===== src/rtl/regfile_sb.sv =====
// rtl/regfile_sb.sv - multi-read-port register file with pending-write scoreboard
// Optional write-to-read bypass on the read ports: define REGFILE_BYPASS_EN.
module regfile_sb #(
   parameter int DATA_W = 32,
   parameter int ADDR_W = 5,
   parameter int NRD    = 2
) (
   input  logic                    clk,
   input  logic                    SYS_reset,
   input  logic [NRD*ADDR_W-1:0]   RF_rd_addr,
   output logic [NRD*DATA_W-1:0]   RF_rd_data,
   output logic [NRD-1:0]          RF_rd_busy,
   input  logic                    RF_wr_en,
   input  logic [ADDR_W-1:0]       RF_wr_addr,
   input  logic [DATA_W-1:0]       RF_wr_data,
   input  logic                    RF_res_vld,
   input  logic [ADDR_W-1:0]       RF_res_addr,
   output logic [ADDR_W:0]         RF_pend_cnt,
   input  logic [ADDR_W-1:0]       RF_dbg_addr,
   output logic [DATA_W-1:0]       RF_dbg_data
);

   localparam int DEPTH = 1 << ADDR_W;

   logic [DATA_W-1:0] r_mem [DEPTH];
   logic [DEPTH-1:0]  r_pend;
   logic [ADDR_W:0]   r_pend_cnt;

   logic w_wr_ok;
   logic w_res_ok;
   logic w_set;
   logic w_clr;

   assign w_wr_ok  = RF_wr_en   && (RF_wr_addr  != '0);
   assign w_res_ok = RF_res_vld && (RF_res_addr != '0);

   // A same-address reserve overrides the clear, so the count only sees real transitions.
   assign w_set = w_res_ok && !r_pend[RF_res_addr];
   assign w_clr = w_wr_ok && r_pend[RF_wr_addr] &&
                  !(w_res_ok && (RF_res_addr == RF_wr_addr));

   always_ff @(posedge clk) begin
      if (SYS_reset) begin
         for (int i = 0; i < DEPTH; i++) begin
            r_mem[i] <= '0;
         end
         r_pend     <= '0;
         r_pend_cnt <= '0;
      end else begin
         if (w_wr_ok) begin
            r_mem[RF_wr_addr] <= RF_wr_data;
         end
         if (w_clr) begin
            r_pend[RF_wr_addr] <= 1'b0;
         end
         if (w_res_ok) begin
            r_pend[RF_res_addr] <= 1'b1;
         end
         r_pend_cnt <= r_pend_cnt + (ADDR_W+1)'(w_set) - (ADDR_W+1)'(w_clr);
      end
   end

   assign RF_pend_cnt = r_pend_cnt;
   assign RF_dbg_data = r_mem[RF_dbg_addr];

   // Entry 0 is never written or reserved, so it reads 0 and not-busy without a special case.
   for (genvar g = 0; g < NRD; g++) begin : g_rd
      logic [ADDR_W-1:0] w_ra;
      assign w_ra = RF_rd_addr[g*ADDR_W +: ADDR_W];
`ifdef REGFILE_BYPASS_EN
      logic w_hit;
      logic w_res_hit;
      assign w_hit     = w_wr_ok && (RF_wr_addr == w_ra);
      assign w_res_hit = w_res_ok && (RF_res_addr == w_ra);
      assign RF_rd_data[g*DATA_W +: DATA_W] = w_hit ? RF_wr_data : r_mem[w_ra];
      assign RF_rd_busy[g] = w_hit ? (w_res_hit && r_pend[w_ra]) : r_pend[w_ra];
`else
      assign RF_rd_data[g*DATA_W +: DATA_W] = r_mem[w_ra];
      assign RF_rd_busy[g] = r_pend[w_ra];
`endif
   end

endmodule


===== config.mk =====
export PLATFORM = sky130hd
export DESIGN_NAME = regfile_sb
export DESIGN_NICKNAME = d
export VERILOG_FILES = /design/src/rtl/regfile_sb.sv
export SDC_FILE = /design/constraint.sdc
export NUM_CORES = 2
export LEC_CHECK = 0
export BUFFER_PORTS_ARGS = -buffer_cell sky130_fd_sc_hd__buf_2
export CORE_MARGIN = 5
export CORE_UTILIZATION = 40
export DETAILED_ROUTE_END_ITERATION = 7
export PLACE_DENSITY = 0.64
export SLEW_MARGIN = 0
export SYNTH_ARGS = -nofsm -noshare
export SYNTH_HDL_FRONTEND = slang
export SYNTH_SLANG_ARGS = --single-unit
export TNS_END_PERCENT = 50

===== constraint.sdc =====
create_clock -name clk -period 6.37 [get_ports clk]
set_input_delay 1.274 -clock clk [delete_from_list [all_inputs] [get_ports clk]]
set_output_delay 1.274 -clock clk [all_outputs]
set_load 0.05 [all_outputs]

==> impl_metrics.tcl <==
set metrics [dict create \
    status "completed" \
    r2r-end "RF_pend_cnt[4]" \
    synth_area_per_cell_sq_um 16.8 \
    synth-edff-count 1024 \
    ff2ff_setup_slack_ns 3.23 \
    yosys_warnings 0 \
    fin_setup_tns_ns 0 \
    num_io_pins 165 \
    cts_setup_buffers 0 \
    synthCells 3843 \
    setup_viol 0 \
    fin_crit_sh_pct 81.0 \
    drc_errors 0 \
    multi_input_area_sq_mm 0.0318 \
    synth.area.top_cells "edfxtp_1, mux4_2, and2_1" \
    cts_resized 0 \
    synth_top_cell_area_share_pct 47.6 \
    drv_slew 0 \
    tritoncts "yes" \
    drtIter0Drc 6908 \
    numCtsBuffers 120 \
    seq_area_frac_synth_pct 48.7 \
    area_growth_pct 12.3 \
    die-area_sq_mm 0.170 \
    hold_violations 0 \
    clockBufferDepth 3 \
    antenna_found_initial 38 \
    synth_top_cell_by_area "edfxtp_1" \
    netlist_area_sq_mm 0.0647 \
    htreeDepth 3 \
    peakVddDrop_uv 254 \
    startpoint_type "primary input" \
    fin_skew_ns 0.0114 \
    hold_class "flip-flop to flip-flop" \
    core_sq_mm 0.161 \
    async_flop_share_pct 0 \
    wl_per_cell_microns 38.7 \
    endpoint "RF_dbg_data[27]" \
    clk_pin_slew_ns 0.06 \
    cap_violations 0 \
    power_density_mw_per_mm2 257 \
    stdcell_count 6148 \
    viasPerCell 6.73 \
    initial_utilization_pct 40.3 \
    regArea_sq_mm 0.0315 \
    min_from "r_pend[0]" \
    cts_hold_buf 0 \
    grt_pass1_vias 41100 \
    rsz0062_at_grt "no" \
    end_kind "output port" \
    die_w_microns 412 \
    clock-sinks 1062 \
    fillCellCount 13700 \
    routed_wl_microns 238000 \
    root_buffer "clkbuf_16" \
    cp-startpoint "RF_dbg_addr[1]" \
    max-slew-margin-rel_pct 13.5 \
    synth_ff_type "edfxtp_1" \
    grt_first_pass_wirelength_microns 330000 \
    portBuffers 164 \
    ys_ff_latch 1062 \
    clk_latency_ns 0.74 \
    fmax_mhz 194 \
    ant_nets 0 \
    vias 41400 \
    cp.required_ns 5.10 \
    finalWorstPathRequiredPeriod_ns 5.16 \
    place_hpwl_microns 138000 \
    gp_congestion 0.842 \
    fin_nets 3942 \
    dp.cells 5912 \
    synth.distinct_cells 41 \
    p_leak_uw 0.0239 \
    grt_usage_pct 27.9 \
    drive_above_1_share_pct 41.7 \
    grt_max_degree 68 \
    gr-total-overflow 0 \
    crit_type "primary input to output port" \
    num_rows 147 \
    worstReg2RegStart "r_pend[31]" \
    critPathMaxFanout 67 \
    dr.pass1.iters 8 \
    worstPathArrival_ns 3.88 \
    ff2ff_path_depth 14 \
    tightest_slew_ns 1.29 \
    layout.core_utilization_pct 45.2 \
    die_h_microns 412 \
]
## cell type report
cell class / instances / share of cell area (%)
diodes: 18 / 0.0620
clock buffers: 147 / 4.32
clock inverters: 71 / 0.970
inverters: 9 / 0.0482
multi-input cells: 2349 / 43.8
flip-flops and latches: 1062 / 43.4
well taps: 2160 / 3.72
repair buffers: 332 / 3.71
## how the worst min path moves through the flow
stage / end / depth (start not counted)
6_report: r_pend[0] / 1
3_3_place_gp: r_pend[0] / 1
3_5_place_dp: r_pend[0] / 1
4_1_cts: r_pend[0] / 1
2_1_floorplan: r_pend[0] / 1
5_1_grt: r_pend[0] / 1
## cells in the mapped netlist, drive strengths merged, types with 5 or more instances
master	n
and2	992
buf	141
clkbuf	313
dfxtp	38
edfxtp	1024
ha	6
inv	9
mux2	98
mux2i	19
mux4	988
nand2	13
nand3	11
nor2	41
nor2b	9
o21ai	62
o22ai	8
o311ai	31
xnor2	5
## state kept, by name, indices dropped and copies added (netlist names)
| name | count |
|---|---|
| r_pend | 32 |
| r_mem | 1024 |
| RF_pend_cnt | 6 |
## cells by family after synthesis
family,after synthesis,share of synthesized area [%]
AND/OR/NAND/NOR,1083,10.3
buffers and inverters,463,3.20
adder cells (fa/ha/maj),7,0.147
multiplexers,1105,36.4
flip-flops,1062,48.7
other,1,0.00580
XOR/XNOR,9,0.122
AO/OA/AOI/OAI,113,1.11
## stage by stage
step                setup WS, ns  power (uW)  area (sq um)  hold WS, ns
floorplan                   1.44       10700         64800        0.477
detailed placement          1.20       11800         68700        0.512
global placement            1.20       11800         68700        0.508
finish                      1.21       18700         72600        0.516
CTS                         1.20       18700         72600        0.520
global route                1.12       19200         72600        0.535
## layout by cell type (no fill, tap or decap), types with 3 or more instances in the layout
master      netlist  final
buf_12            0     41
o311ai_0         30     30
clkinv_1          0     22
nor2_4            0     31
nand2_1          13     13
nand3b_1          3      3
clkinvlp_4        0      7
o22ai_1           8      8
buf_2            34    148
xnor2_1           5      5
conb_1            1     32
buf_6            11      3
bufinv_16         0     11
a31oi_1           3      3
nand3_1          11     10
and2_1          992    992
mux2i_1          19     19
xor2_1            4      4
ha_1              6      6
clkbuf_1        313     25
nor2_1           41     10
dfxtp_1          38     38
edfxtp_1       1024   1024
inv_1             9      8
mux2_2           98     98
inv_6             0      4
clkbuf_16         0    121
o21ai_4           0     31
buf_4            54    134
nor2b_1           9      9
diode_2           0     18
o21ai_0          62     31
mux4_2          988    988
clkinv_2          0     23
buf_8             0      6
## power by group
part           switching [uW]  leakage [uW]  internal [uW]
combinational            1940        0.0120           1450
clock                    3020       0.00186           3930
sequential                282        0.0101           8050
total                    5250        0.0239          13400
## routing by layer
layer  wire length, microns  global-route usage (%)  vias up
met5                     59                       0        -
met2                 112000                    43.6     3085
met4                  11200                    12.3       10
met1                  86000                    36.8    22100
li1                       -                       -    15700
met3                  29100                    7.55      577
## worst max-delay path, cell delays in order
cell and delay (ns):
buf_8 0.60, buf_4 0.44, mux4_2 0.36, mux4_2 0.47
mux2_2 0.37, buf_2 0.25
No activity file was read; power rests on OpenSTA's default activity.
